<file path="src/rtl/codebond_pkg.sv">
// Shared types, constants and helpers for the Codebond round controller.
package codebond_pkg;

   localparam int DIGIT_W   = 2;
   localparam int NUM_SLOTS = 3;
   localparam int CODE_W    = DIGIT_W * NUM_SLOTS;

   // Encoding is visible on the debug/display state output.
   typedef enum logic [2:0] {
      IDLE  = 3'd0,
      LOAD  = 3'd1,
      ENTRY = 3'd2,
      CHECK = 3'd3,
      WIN   = 3'd4,
      LOSE  = 3'd5
   } state_t;

   // Two-digit BCD increment {tens, units}; units 9 rolls into tens.
   function automatic logic [7:0] bcd_inc(input logic [7:0] bcd);
      logic [7:0] res;
      res = bcd;
      if (bcd[3:0] == 4'd9) begin
         res[3:0] = 4'd0;
         res[7:4] = bcd[7:4] + 4'd1;
      end else begin
         res[3:0] = bcd[3:0] + 4'd1;
      end
      return res;
   endfunction

   // Map any LFSR digit value 3 onto 0 so every slot holds a symbol 0..2.
   function automatic logic [CODE_W-1:0] fold_code(input logic [CODE_W-1:0] raw);
      logic [CODE_W-1:0] res;
      res = raw;
      for (int i = 0; i < NUM_SLOTS; i++) begin
         if (raw[i*DIGIT_W +: DIGIT_W] == 2'd3) res[i*DIGIT_W +: DIGIT_W] = '0;
      end
      return res;
   endfunction

endpackage

</file>
<file path="src/rtl/codebond_btn_edge.sv">
// Two-flop synchroniser followed by a rising-edge detector, N bits wide.
module codebond_btn_edge #(
   parameter int N = 1
) (
   input  logic         clock,
   input  logic         resetn,
   input  logic [N-1:0] i_din,
   output logic [N-1:0] o_rise
);

   logic [N-1:0] r_meta;
   logic [N-1:0] r_sync;
   logic [N-1:0] r_prev;

   // Synchronise the asynchronous inputs and keep one cycle of history for edge detection.
   always_ff @(posedge clock or negedge resetn) begin
      if (!resetn) begin
         r_meta <= '0;
         r_sync <= '0;
         r_prev <= '0;
      end else begin
         // NOTE: non-blocking assignments make every flop sample its old neighbour, forming a real pipeline.
         r_meta <= i_din;
         r_sync <= r_meta;
         r_prev <= r_sync;
      end
   end

   assign o_rise = r_sync & ~r_prev;

endmodule

</file>
<file path="src/rtl/codebond_round_ctrl.sv">
// Codebond round sequencer: latches the secret, collects guesses, checks them and runs the timer.
module codebond_round_ctrl
   import codebond_pkg::*;
#(
   parameter int TICK_DIV     = 50_000_000,
   parameter int TIME_LIMIT_S = 60,
   parameter int MAX_ATTEMPTS = 8
) (
   input  logic       clock,
   input  logic       resetn,
   input  logic       start,
   input  logic [5:0] rand_in,
   input  logic [2:0] btn,
   output logic [5:0] code,
   output logic [5:0] guess,
   output logic [2:0] slot_ok,
   output logic [1:0] slot_idx,
   output logic [3:0] secs_one,
   output logic [3:0] secs_ten,
   output logic [3:0] attempts,
   output logic [2:0] state,
   output logic       win,
   output logic       lose
);

   localparam int               PRESC_W   = (TICK_DIV > 1) ? $clog2(TICK_DIV) : 1;
   localparam logic [PRESC_W-1:0] PRESC_MAX = PRESC_W'(TICK_DIV - 1);
   localparam logic [7:0]       LIMIT_BCD = {4'(TIME_LIMIT_S / 10), 4'(TIME_LIMIT_S % 10)};
   localparam logic [3:0]       MAX_ATT   = 4'(MAX_ATTEMPTS);

   state_t               r_state;
   logic [CODE_W-1:0]    r_code;
   logic [CODE_W-1:0]    r_guess;
   logic [NUM_SLOTS-1:0] r_slot_ok;
   logic [1:0]           r_slot_idx;
   logic [3:0]           r_attempts;
   logic [7:0]           r_secs;
   logic [PRESC_W-1:0]   r_presc;

   state_t               w_state_nxt;
   logic [2:0]           w_btn_rise;
   logic [0:0]           w_start_rise;
   logic                 w_press;
   logic [1:0]           w_sym;
   logic                 w_count;
   logic                 w_tick;
   logic [7:0]           w_secs_nxt;
   logic                 w_timeout;
   logic [NUM_SLOTS-1:0] w_match;
   logic                 w_all_match;
   logic [3:0]           w_att_inc;

   codebond_btn_edge #(.N(3)) u_btn_edge (
      .clock  (clock),
      .resetn (resetn),
      .i_din  (btn),
      .o_rise (w_btn_rise)
   );

   codebond_btn_edge #(.N(1)) u_start_edge (
      .clock  (clock),
      .resetn (resetn),
      .i_din  (start),
      .o_rise (w_start_rise)
   );

   // A cycle with several button edges is discarded; a single edge names the symbol.
   assign w_press = $onehot(w_btn_rise);
   assign w_sym   = w_btn_rise[2] ? 2'd2 : (w_btn_rise[1] ? 2'd1 : 2'd0);

   assign w_count    = (r_state == ENTRY) || (r_state == CHECK);
   assign w_tick     = w_count && (r_presc == PRESC_MAX);
   assign w_secs_nxt = bcd_inc(r_secs);
   assign w_timeout  = w_tick && (w_secs_nxt == LIMIT_BCD);
   assign w_att_inc  = (r_attempts >= MAX_ATT) ? MAX_ATT : r_attempts + 4'd1;

   // Per-slot comparison of the current guess against the secret.
   always_comb begin
      w_match = '0;
      for (int i = 0; i < NUM_SLOTS; i++) begin
         w_match[i] = (r_guess[i*DIGIT_W +: DIGIT_W] == r_code[i*DIGIT_W +: DIGIT_W]);
      end
   end
   assign w_all_match = &w_match;

   // State register.
   always_ff @(posedge clock or negedge resetn) begin
      if (!resetn) r_state <= IDLE;
      else         r_state <= w_state_nxt;
   end

   // Next-state logic; a win found in CHECK beats a simultaneous timeout.
   always_comb begin
      // NOTE: assigning the default first means every path drives the output, so no latch is inferred.
      w_state_nxt = r_state;
      case (r_state)
         IDLE:  if (w_start_rise[0]) w_state_nxt = LOAD;
         LOAD:  w_state_nxt = ENTRY;
         ENTRY: begin
            if (w_timeout)                         w_state_nxt = LOSE;
            else if (w_press && r_slot_idx == 2'd2) w_state_nxt = CHECK;
         end
         CHECK: begin
            if (w_all_match)                           w_state_nxt = WIN;
            else if (w_timeout || w_att_inc == MAX_ATT) w_state_nxt = LOSE;
            else                                       w_state_nxt = ENTRY;
         end
         WIN, LOSE: if (w_start_rise[0]) w_state_nxt = LOAD;
         default: w_state_nxt = IDLE;
      endcase
   end

   // Secret, guess, match flags and attempt counter.
   always_ff @(posedge clock or negedge resetn) begin
      if (!resetn) begin
         r_code     <= '0;
         r_guess    <= '0;
         r_slot_ok  <= '0;
         r_slot_idx <= '0;
         r_attempts <= '0;
      end else begin
         case (r_state)
            LOAD: begin
               r_code     <= fold_code(rand_in);
               r_guess    <= '0;
               r_slot_ok  <= '0;
               r_slot_idx <= '0;
               r_attempts <= '0;
            end
            ENTRY: begin
               if (w_press) begin
                  for (int i = 0; i < NUM_SLOTS; i++) begin
                     if (r_slot_idx == 2'(i)) r_guess[i*DIGIT_W +: DIGIT_W] <= w_sym;
                  end
                  r_slot_idx <= (r_slot_idx == 2'd2) ? 2'd0 : r_slot_idx + 2'd1;
               end
            end
            CHECK: begin
               r_slot_ok <= w_match;
               if (!w_all_match) r_attempts <= w_att_inc;
            end
            default: ;
         endcase
      end
   end

   // Prescaler and BCD seconds; they run only while a round is being played.
   always_ff @(posedge clock or negedge resetn) begin
      if (!resetn) begin
         r_presc <= '0;
         r_secs  <= '0;
      end else if (r_state == LOAD) begin
         r_presc <= '0;
         r_secs  <= '0;
      end else if (w_count) begin
         if (w_tick) begin
            r_presc <= '0;
            r_secs  <= w_secs_nxt;
         end else begin
            r_presc <= r_presc + PRESC_W'(1);
         end
      end
   end

   assign code     = r_code;
   assign guess    = r_guess;
   assign slot_ok  = r_slot_ok;
   assign slot_idx = r_slot_idx;
   assign secs_one = r_secs[3:0];
   assign secs_ten = r_secs[7:4];
   assign attempts = r_attempts;
   assign state    = r_state;
   assign win      = (r_state == WIN);
   assign lose     = (r_state == LOSE);

endmodule

</file>
<file path="config.mk">
export PLATFORM = sky130hd
export DESIGN_NAME = codebond_round_ctrl
export DESIGN_NICKNAME = d
export VERILOG_FILES = /design/src/rtl/codebond_pkg.sv /design/src/rtl/codebond_btn_edge.sv /design/src/rtl/codebond_round_ctrl.sv
export SDC_FILE = /design/constraint.sdc
export NUM_CORES = 1
export LEC_CHECK = 0
export BUFFER_PORTS_ARGS = -buffer_cell sky130_fd_sc_hd__buf_2
export CORE_UTILIZATION = 54
export CTS_BUF_LIST = sky130_fd_sc_hd__clkbuf_8
export CTS_CLUSTER_DIAMETER = 80
export CTS_CLUSTER_SIZE = 28
export DETAILED_ROUTE_END_ITERATION = 8
export GPL_TIMING_DRIVEN = 0
export PLACE_DENSITY_LB_ADDON = 0.05
export SLEW_MARGIN = 10
export SYNTH_ARGS = -nofsm -noshare
export SYNTH_HDL_FRONTEND = slang
export SYNTH_SLANG_ARGS = --single-unit
</file>
<file path="constraint.sdc">
create_clock -name clock -period 2.4 [get_ports clock]
set_clock_uncertainty 0.05 [all_clocks]
set_input_delay 0.24 -clock clock [delete_from_list [all_inputs] [get_ports clock]]
set_output_delay 0.24 -clock clock [all_outputs]
set_load 0.03 [all_outputs]
</file>
==> metrics.txt, run 1 <==
Starting Density 0.575; Power Dens Cells 1000 nW/µm²; clock share of power 0.210; Clock Sinks 70; Slew HR 0.442; syn_nets 370; pins over their slew limit 0; switching share of power 0.424; Pint roughly 2.4 mW; total number of vias around 2.8k; actual slew at the worst max-slew pin about 0.83 ns; CP cell instances ha_4, nand3_1, or4_4, or4_4, nor4_2, a21o_1; post-synth top area share 0.500; Startpoint Class register; grt ovf 0; Final Hold Fails 0; number of setup violations in the final report 0; Core ar. ~6100 µm²; CP Max Fanout 9; Post-synth EDFFs 0; Syn Area/Cell about 9.9 µm²; Port Buf Inserts 45; switching pwr ~1.8 mW; Syn Std Cell Area ~3500 µm²; CTS H-tree depth 3; Hold Path Class in2reg; Routed WL roughly 7400 µm; routed len/inst about 15 µm; DIE AREA 6820 µm²; Synth-to-Final Area Change 18.6%; most common library cell in the layout ignoring fill and taps dfrtp_1; 1st-pass router iterations 4; post-synthesis sequential area ratio 0.500; achievable frequency around 0.44 GHz; GRT Total Usage 0.238; root buffer cell clkbuf_8; crit share post-route 0.938; WP data arrival 2.48 ns; most frequent CP cell or4_4; Ant. Diodes 0; Final nets 433; combinational power share 0.399; vias in the first global route 2650; worst path required time around 2.6 ns; yosys warns 0; first-pass GRT wire length between 10000 and 15000 µm; cts bufs inserted 9; Area contributors post-synth dfrtp_1 (50%), nand2_1 (5.0%), xnor2_1 (3.7%); I/O Pins 46; post-route setup slack roughly 0.15 ns; Cells after Synth 353; CTS tree done; most frequent cells in the layout dfrtp_1 (70), nand2_1 (47), buf_2 (44); fin cells 496; # rows 28; cell taking the most area after synthesis dfrtp_1; post-route minimum period 2.25 ns; DIE WIDTH a little over 80 µm; # DRC 0; crit-path leading delay family simple AND/OR/NAND/NOR gates; Placer Congestion roughly 0.81; ys async rst share 1.00; antenna violations before repair 0; Worst Path Buf+Inv 0; Cell variety after synth 52; CP Class reg2reg; Die Y-Extent roughly 83 µm; DP HPWL approximately 5300 µm; Top FF cell, synth dfrtp_1; Critical Path End Type register; Routed Antenna Nets 0; Reg power frac 0.391; Clock Latency Late Sink about 0.34 ns; clock transition at the registers of the reported paths about 0.08 ns; CTS max path bufs 2; P_leak 1.89 nW; VDD IR max around 0.00078 V; RSZ-0062 raised after global routing false; Initial DRC Count 183; placed cells ~470; Vias/cell 5.61; #FFs+latches synth 70; largest net degree at the start of global routing slightly below 50; CP max stage delay 0.59 ns; ratio of cells with drive above 1 in the final layout 0.216; run status completed; slowest CP cell or4_4; maxcap violations 0; pre-CTS WS -0.359 ns
-- through the flow --
step	utilization	hold slack (ns)	instance area [µm²]	TNS [ns]	total power, mW
floorplan	-	-0.106	3500	0	2.80
global placement	0.627	0.283	3820	-4.96	3.22
detailed placement	0.632	0.117	3850	-4.75	3.27
CTS	0.674	0.0743	4110	0	4.19
global route	0.682	0.0890	4160	0	4.47
finish	0.682	0.0854	4160	0	4.17
-- path summary, 6_finish.rpt --
path                                                     from                            end  slack, ns  depth (start not counted)
min in group asynchronous                              resetn        attempts[0]$_DFFE_PN0P_       0.28                          2
worst min register to register  u_start_edge.r_meta$_DFF_PN0_  u_start_edge.r_sync$_DFF_PN0_       0.30                          0
max in group asynchronous                              resetn        r_presc[17]$_DFFE_PN0P_       1.47                          3
worst max register to register         r_presc[1]$_DFFE_PN0P_          r_secs[7]$_DFFE_PN0P_       0.15                          6
worst min-delay path                               rand_in[5]            code[5]$_DFFE_PN0P_       0.09                          3
worst max-delay path                   r_presc[1]$_DFFE_PN0P_          r_secs[7]$_DFFE_PN0P_       0.15                          6
-- layer usage --
layer  up-vias  part of all wire  track usage  wire length, µm
met5         -                 0            0                0
li1       1395                 -            -                -
met2        43              0.47        0.391             3460
met1      1332              0.49        0.314             3580
met4         0             0.016       0.0828              120
met3        12             0.025       0.0473              187
-- power groups by stage --
| stage | registers (mW) | clock network (mW) | logic [mW] |
|---|---|---|---|
| floorplan | 1.95 | 0 | 0.849 |
| global route | 1.67 | 0.937 | 1.86 |
| finish | 1.63 | 0.874 | 1.66 |
| CTS | 1.63 | 0.895 | 1.67 |
| detailed placement | 1.65 | 0 | 1.62 |
| global placement | 1.64 | 0 | 1.58 |
-- registers in the layout (all words and copies together), names as in the netlist, 2 cells and up --
name	cells
r_presc	26
attempts	4
u_btn_edge.r_prev	3
slot_ok	3
r_secs	8
code	6
guess	6
u_btn_edge.r_meta	3
slot_idx	2
state	3
u_btn_edge.r_sync	3
-- cells by family after synthesis --
| logic type | count (synthesis) | share of synthesized area |
|---|---|---|
| adders and majority gates | 5 | 0.0200 |
| muxes | 7 | 0.0221 |
| AOI/OAI and AO/OA | 62 | 0.119 |
| xor gates and xnor gates | 23 | 0.0575 |
| and+or+nand+nor | 162 | 0.253 |
| DFF | 70 | 0.500 |
| buffers and inverters | 24 | 0.0282 |
-- cells in the mapped netlist, types with 4 or more instances --
master     n
nand3b_1   8
o31ai_1    6
a41oi_1    4
ha_1       4
and3_1     7
a31oi_1    6
nor2_1    26
or3_1      4
xor2_1     8
inv_1      8
nand4_1    9
a21oi_1    8
o21ai_0   15
nor4_1     5
dfrtp_1   70
mux2_2     6
nor2b_1    6
nor3_1     7
xnor2_1   15
nand2_1   47
clkbuf_1  14
nand2b_1   8
nand3_1   15
-- area by class of cell --
| type | count | area (µm²) |
|---|---|---|
| multi-input cells | 259 | 1700 |
| fillers | 489 | 1940 |
| clock inverters | 6 | 46.3 |
| flip-flops and latches | 70 | 1750 |
| well taps | 75 | 93.8 |
| clock buffers | 10 | 138 |
| repair buffers | 56 | 343 |
| inverters | 8 | 30.0 |
| plain buffers | 12 | 52.6 |
-- worst reg2reg max path, cell delays in order, from the launching register on --
cell and delay [ns]:
dfrtp_1 0.41, ha_4 0.15, nand3_1 0.10, or4_4 0.59, or4_4 0.52, nor4_2 0.27
a21o_1 0.11
-- what timing repair did --
item,CTS,global route
buffers inserted,2,3
hold buffers,5,0
setup endpoints to repair,24,26
hold endpoints to repair,26,0
pin swaps,3,4
gates resized for setup,5,8
Note: power is estimated with default switching activity, not from simulation.
==> run 2: changes to the inputs <==
--- a/config.mk
+++ b/config.mk
@@ -6,7 +6,7 @@
 export NUM_CORES = 1
 export LEC_CHECK = 0
 export BUFFER_PORTS_ARGS = -buffer_cell sky130_fd_sc_hd__buf_2
-export CORE_UTILIZATION = 54
+export CORE_UTILIZATION = 60
 export CTS_BUF_LIST = sky130_fd_sc_hd__clkbuf_8
 export CTS_CLUSTER_DIAMETER = 80
 export CTS_CLUSTER_SIZE = 28
==> constraint.sdc (replaced) <==
create_clock -name clock -period 2.85 [get_ports clock]
set_clock_uncertainty 0.05 [all_clocks]
set_input_delay 0.285 -clock clock [delete_from_list [all_inputs] [get_ports clock]]
set_output_delay 0.285 -clock clock [all_outputs]
set_load 0.03 [all_outputs]
==> run 2 against run 1 <==
  * Worst hold slack improved by 0.037 ns
  * Combinational power fell by 17%
  * Count of clock-buffer cells in the layout did not move
  * Core utilization rose by 6.0 points
  * Critical path depth rose by 1
  * Highest routed layer unchanged
  * Worst setup slack improved by 0.086 ns
==> metrics.txt, run 2 (synthesized netlist as in run 1, its figures left out) <==
Routed WL 7310 µm (-0.54%); Routed Antenna Nets 0 (unchanged); r2r startpoint r_presc[0]$_DFFE_PN0P_; routed len/inst 14.9 µm (+0.26%); Placer Congestion 0.840 (+4.3%); Pwr Total 3.67 mW (-12%); Critical Path End Type register; most common library cell in the layout ignoring fill and taps dfrtp_1; VDD IR max 0.000620 V (-21%); antenna violations before repair 0 (unchanged); CTS max path bufs 2 (unchanged); P_leak 1.89 nW (about the same); DIE WIDTH 78.4 µm (-5.0%); WP data arrival 2.80 ns (+0.32 ns); HP Start rand_in[1]; grt ovf 0 (unchanged); Hold Path End code[1]$_DFFE_PN0P_; pins over their slew limit 0 (unchanged); actual slew at the worst max-slew pin 0.882 ns (+0.0519 ns); GRT Total Usage 0.272 (+0.0344); Starting Density 0.629 (+0.0538); filler cell count 412 (-16%); ratio of cells with drive above 1 in the final layout 0.193 (-0.0233); post-route setup slack 0.234 ns (+0.0856 ns); biggest registers after layout r_presc x26, r_secs x8; worst path required time 3.03 ns (+0.40 ns); Final nets 432 (-0.23%); first-pass GRT wire length 12700 µm (+5.1%); Final Hold Fails 0 (unchanged); pre-CTS WS 0.0903 ns (+0.449 ns); Power Dens Cells 888 nW/µm² (-11%); achievable frequency 0.382 GHz (-14%); total number of vias 2826 (+1.6%); largest register by flop count r_presc; Ant. Diodes 0 (unchanged); CP Max Fanout 10 (+1); slowest CP cell or4_4; Initial DRC Count 187 (+2.2%); Core ar. 5570 µm² (-8.6%); max reg flops 26 (unchanged); FF-to-FF path depth 7 (+1); CP Class reg2reg; Reg-to-Reg End r_presc[16]$_DFFE_PN0P_; Die Y-Extent 78.4 µm (-5.0%); Setup Buffers After CTS 0 (-2); Synth-to-Final Area Change 17.9%; CTS H-tree depth 3 (unchanged); CP max stage delay 0.59 ns (about the same); placed instance area 3850 µm² (about the same); CTS tree done; hold path cells 3 (unchanged); largest net degree at the start of global routing 46 (-6.1%); Port Buf Inserts 45 (unchanged); clock transition at the registers of the reported paths 0.07 ns (about the same); Slew HR 0.404 (-0.0379); RSZ-0062 raised after global routing false; root buffer cell clkbuf_8; run status completed; CP cell instances ha_1, nand3_1, or4_4, o21ai_0, clkbuf_2, buf_2, nor2_1; I/O Pins 46 (unchanged); Clock Latency Late Sink 0.35 ns (about the same); Startpoint Class register; Hold Path Class in2reg; crit share post-route 0.918 (-0.0203); number of setup violations in the final report 0 (unchanged); DP HPWL 5130 µm (-2.7%); crit-path leading delay family simple AND/OR/NAND/NOR gates; DIE AREA 6150 µm² (-9.8%); # rows 27 (-3.6%); FF-to-FF setup slack 0.23 ns (+0.09 ns); most frequent cells in the layout dfrtp_1 (70), nand2_1 (47), buf_2 (45); Final Instance Area 4130 µm² (-0.57%); total negative slack 0 ns (unchanged); post-route minimum period 2.62 ns (+0.364 ns); 1st-pass router iterations 4 (unchanged); # DRC 0 (unchanged); cts bufs inserted 9 (unchanged); Vias/cell 5.74 (+2.4%); Clock Sinks 70 (unchanged); vias in the first global route 2621 (-1.1%); Worst Path Buf+Inv 2 (+2); maxcap violations 0 (unchanged)
[run 2: final cells by class]
type	instances	area, µm²	share of cell area
Inverter	8	30.0	0.00727
Timing Repair Buffer	51	305	0.0739
Multi-Input combinational cell	259	1650	0.400
Clock inverter	6	92.6	0.0224
Clock buffer	10	138	0.0333
Buffer	16	70.1	0.0170
Tap cell	72	90.1	0.0218
Sequential cell	70	1750	0.424
[run 2: tightest hold or removal path, cell delays in order]
cell and delay, ns:
buf_2 0.08, nand3b_1 0.06, nand2_1 0.06
[run 2: power by group]
| group | internal, mW | leakage, nW | switching, mW |
|---|---|---|---|
| Combinational | 0.465 | 0.863 | 0.905 |
| Clock | 0.522 | 0.110 | 0.402 |
| Sequential | 1.19 | 0.917 | 0.184 |
| Total | 2.18 | 1.89 | 1.49 |
[run 2: routing by layer]
layer	wire (µm)	global-route usage	share of wire	vias up
met4	107	0.0944	0.015	0
met5	0	0	0	-
li1	-	-	-	1387
met3	275	0.0686	0.038	11
met1	3570	0.389	0.49	1363
met2	3360	0.406	0.46	65
[run 2: worst max-delay path by stage]
stage,cells after the start,endpoint,slack (ns),startpoint
6_report,7,r_presc[16]$_DFFE_PN0P_,0.23,r_presc[0]$_DFFE_PN0P_
4_1_cts,7,r_presc[5]$_DFFE_PN0P_,0.05,r_presc[0]$_DFFE_PN0P_
3_5_place_dp,7,r_presc[5]$_DFFE_PN0P_,0.09,r_presc[0]$_DFFE_PN0P_
2_1_floorplan,7,r_secs[7]$_DFFE_PN0P_,0.50,r_presc[0]$_DFFE_PN0P_
5_1_grt,7,r_presc[19]$_DFFE_PN0P_,0.08,r_presc[0]$_DFFE_PN0P_
3_3_place_gp,7,r_presc[5]$_DFFE_PN0P_,0.15,r_presc[0]$_DFFE_PN0P_
[run 2: timing repair]
| action | in CTS | in global routing |
|---|---|---|
| hold buffers | 5 | 0 |
| hold endpoints to repair | 29 | 0 |
| resized for setup | 0 | 2 |
| endpoints found under the setup margin | 0 | 12 |
[run 2: per-stage QoR]
stage | utilization | instances | hold slack [ns]
after detailed placement | 0.691 | 471 | 0.176
after global placement | 0.685 | 470 | 0.284
after floorplan | - | 353 | -0.0606
final | 0.741 | 492 | 0.123
after global routing | 0.741 | 492 | 0.132
after CTS | 0.741 | 492 | 0.115
==> run 3: changes to the inputs <==
--- a/config.mk
+++ b/config.mk
@@ -6,7 +6,7 @@
 export NUM_CORES = 1
 export LEC_CHECK = 0
 export BUFFER_PORTS_ARGS = -buffer_cell sky130_fd_sc_hd__buf_2
-export CORE_UTILIZATION = 60
+export CORE_UTILIZATION = 51
 export CTS_BUF_LIST = sky130_fd_sc_hd__clkbuf_8
 export CTS_CLUSTER_DIAMETER = 80
 export CTS_CLUSTER_SIZE = 28
==> constraint.sdc (replaced) <==
create_clock -name clock -period 2.85 [get_ports clock]
set_clock_uncertainty 0.05 [all_clocks]
set_input_delay 0.1425 -clock clock [delete_from_list [all_inputs] [get_ports clock]]
set_output_delay 0.1425 -clock clock [all_outputs]
set_load 0.03 [all_outputs]
==> run 3 against run 2 <==
  * The flow now finishes with violations (design-rule violations)
  * Non-clock buffer count increased by 7
  * Count of clock-buffer cells in the layout is the same
  * Fmax rose by 2.6%
  * Critical path type unchanged
  * Critical endpoint is now r_presc[19]$_DFFE_PN0P_
  * Highest routed layer unchanged
==> metrics.txt, run 3 (synthesized netlist as in run 1, its figures left out) <==
run status finished, violations left; failing checks design-rule violations; WP data arrival 2.72 ns (-0.08 ns); most common library cell in the layout ignoring fill and taps dfrtp_1; Clock Latency Late Sink 0.34 ns (about the same); Slew HR 0.444 (+0.0404); fin cells 504 (+2.4%); post-route minimum period 2.55 ns (-0.0651 ns); Initial DRC Count 193 (+3.2%); actual slew at the worst max-slew pin 0.822 ns (-0.0598 ns); Power Dens Cells 854 nW/µm² (-3.8%); pins over their slew limit 0 (unchanged); DIE AREA 7210 µm² (+17%); final core utilization 0.644 (-0.0970); P_leak 1.91 nW (+1.1%); clock transition at the registers of the reported paths 0.08 ns (about the same); Core ar. 6490 µm² (+17%); Clock Sinks 70 (unchanged); max reg flops 26 (unchanged); worst path required time 3.02 ns (about the same); pre-CTS WS 0.167 ns (+0.0767 ns); largest register by flop count r_presc; filler cell count 546 (+33%); Vias/cell 5.60 (-2.5%); Placer Congestion 0.800 (-4.8%); Startpoint Class register; I/O Pins 46 (unchanged); Pwr Total 3.57 mW (-2.6%); FF-to-FF path depth 7 (unchanged); Synth-to-Final Area Change 19.4%; RSZ-0062 raised after global routing false; Die Y-Extent 84.9 µm (+8.2%); Starting Density 0.540 (-0.0891); routed len/inst 15.0 µm (+0.73%); number of setup violations in the final report 0 (unchanged); CP Class reg2reg; wl on met1 3720 µm (+4.1%); Ant. Diodes 0 (unchanged); WL met3 213 µm (-23%); DP HPWL 5210 µm (+1.4%); Routed Antenna Nets 0 (unchanged); CTS H-tree depth 3 (unchanged); CTS tree done; largest net degree at the start of global routing 49 (+6.5%); antenna violations before repair 0 (unchanged); Final nets 439 (+1.6%); GRT Total Usage 0.233 (-0.0391); # rows 29 (+7.4%); ratio of cells with drive above 1 in the final layout 0.190 (-0.00316); Hold Path Class in2async; biggest registers after layout r_presc x26, r_secs x8; DR top layer met4; most frequent cells in the layout dfrtp_1 (70), nand2_1 (47), buf_2 (45); Critical Path End Type register; post-route setup slack 0.299 ns (+0.0651 ns); WL met2 3510 µm (+4.7%); placed cells 476 (+1.1%); first-pass GRT wire length 13000 µm (+3.1%); CTS max path bufs 2 (unchanged); Final Hold Fails 0 (unchanged); Routed WL 7540 µm (+3.2%); total number of vias 2824 (-0.071%); Port Buf Inserts 45 (unchanged); achievable frequency 0.392 GHz (+2.6%); DIE WIDTH 84.9 µm (+8.2%); cts bufs inserted 9 (unchanged); CP Max Fanout 10 (unchanged); maxcap violations 0 (unchanged); VDD IR max 0.000430 V (-31%); grt ovf 0 (unchanged); Setup Buffers After CTS 0 (unchanged); root buffer cell clkbuf_8; crit share post-route 0.895 (-0.0228); 1st-pass router iterations 6 (+2); total negative slack 0 ns (unchanged); vias in the first global route 2723 (+3.9%); # DRC 4 (+4)
## run 3: cell types whose count changed in the layout (fill, tap and decap cells not counted), sizes merged
cell and change:
dlygate4sd3 +7, clkinv +2, bufinv -1, clkinvlp -1
## run 3: worst paths after layout
check / start / endpoint / slack (ns)
hold / removal: resetn / attempts[1]$_DFFE_PN0P_ / 0.22
max in group asynchronous: resetn / u_btn_edge.r_meta[0]$_DFF_PN0_ / 1.99
min in group clock: u_btn_edge.r_meta[0]$_DFF_PN0_ / u_btn_edge.r_sync[0]$_DFF_PN0_ / 0.31
setup / recovery: r_presc[0]$_DFFE_PN0P_ / r_presc[19]$_DFFE_PN0P_ / 0.30
hold reg to reg: u_btn_edge.r_meta[0]$_DFF_PN0_ / u_btn_edge.r_sync[0]$_DFF_PN0_ / 0.31
setup reg to reg: r_presc[0]$_DFFE_PN0P_ / r_presc[19]$_DFFE_PN0P_ / 0.30
## run 3: worst max-delay path, cell delays in order, from the launching register on
cell and delay [ns]:
dfrtp_1 0.38, ha_1 0.29, nand3_1 0.14, or4_4 0.59, o21ai_0 0.34, clkbuf_2 0.31
buf_2 0.27, nor2_1 0.08
## run 3: cell type report
| cell class | count | area [µm²] | share of cell area |
|---|---|---|---|
| timing repair buffer | 58 | 375 | 0.0897 |
| tap | 77 | 96.3 | 0.0230 |
| buffer | 16 | 70.1 | 0.0167 |
| clock inverter | 6 | 68.8 | 0.0164 |
| sequential | 70 | 1750 | 0.419 |
| inverter | 8 | 30.0 | 0.00718 |
| clock buffer | 10 | 138 | 0.0329 |
| multi-input combinational | 259 | 1650 | 0.395 |
## run 3: where the power goes
part	internal, mW	total, mW	leakage [nW]	switching [mW]
Sequential	1.19	1.38	0.917	0.187
Clock	0.434	0.823	0.103	0.389
Combinational	0.471	1.38	0.889	0.904
## run 3: timing repair
item	4_1_cts	5_1_grt
resized for setup	0	2
hold buffers	12	0
endpoints found under the setup margin	0	12
hold endpoints to repair	51	0
## run 3: metal layers
| metal | global-route usage | vias to the layer above |
|---|---|---|
| met5 | 0 | - |
| met4 | 0.0986 | 0 |
| met3 | 0.0379 | 7 |
| met2 | 0.358 | 52 |
| met1 | 0.332 | 1354 |
| li1 | - | 1411 |
## run 3: through the flow
stage	cell area, µm²	hold slack, ns
floorplan	3500	-0.203
global placement	3830	0.200
detailed placement	3860	0.0205
CTS	4180	0.186
global route	4180	0.226
finish	4180	0.217
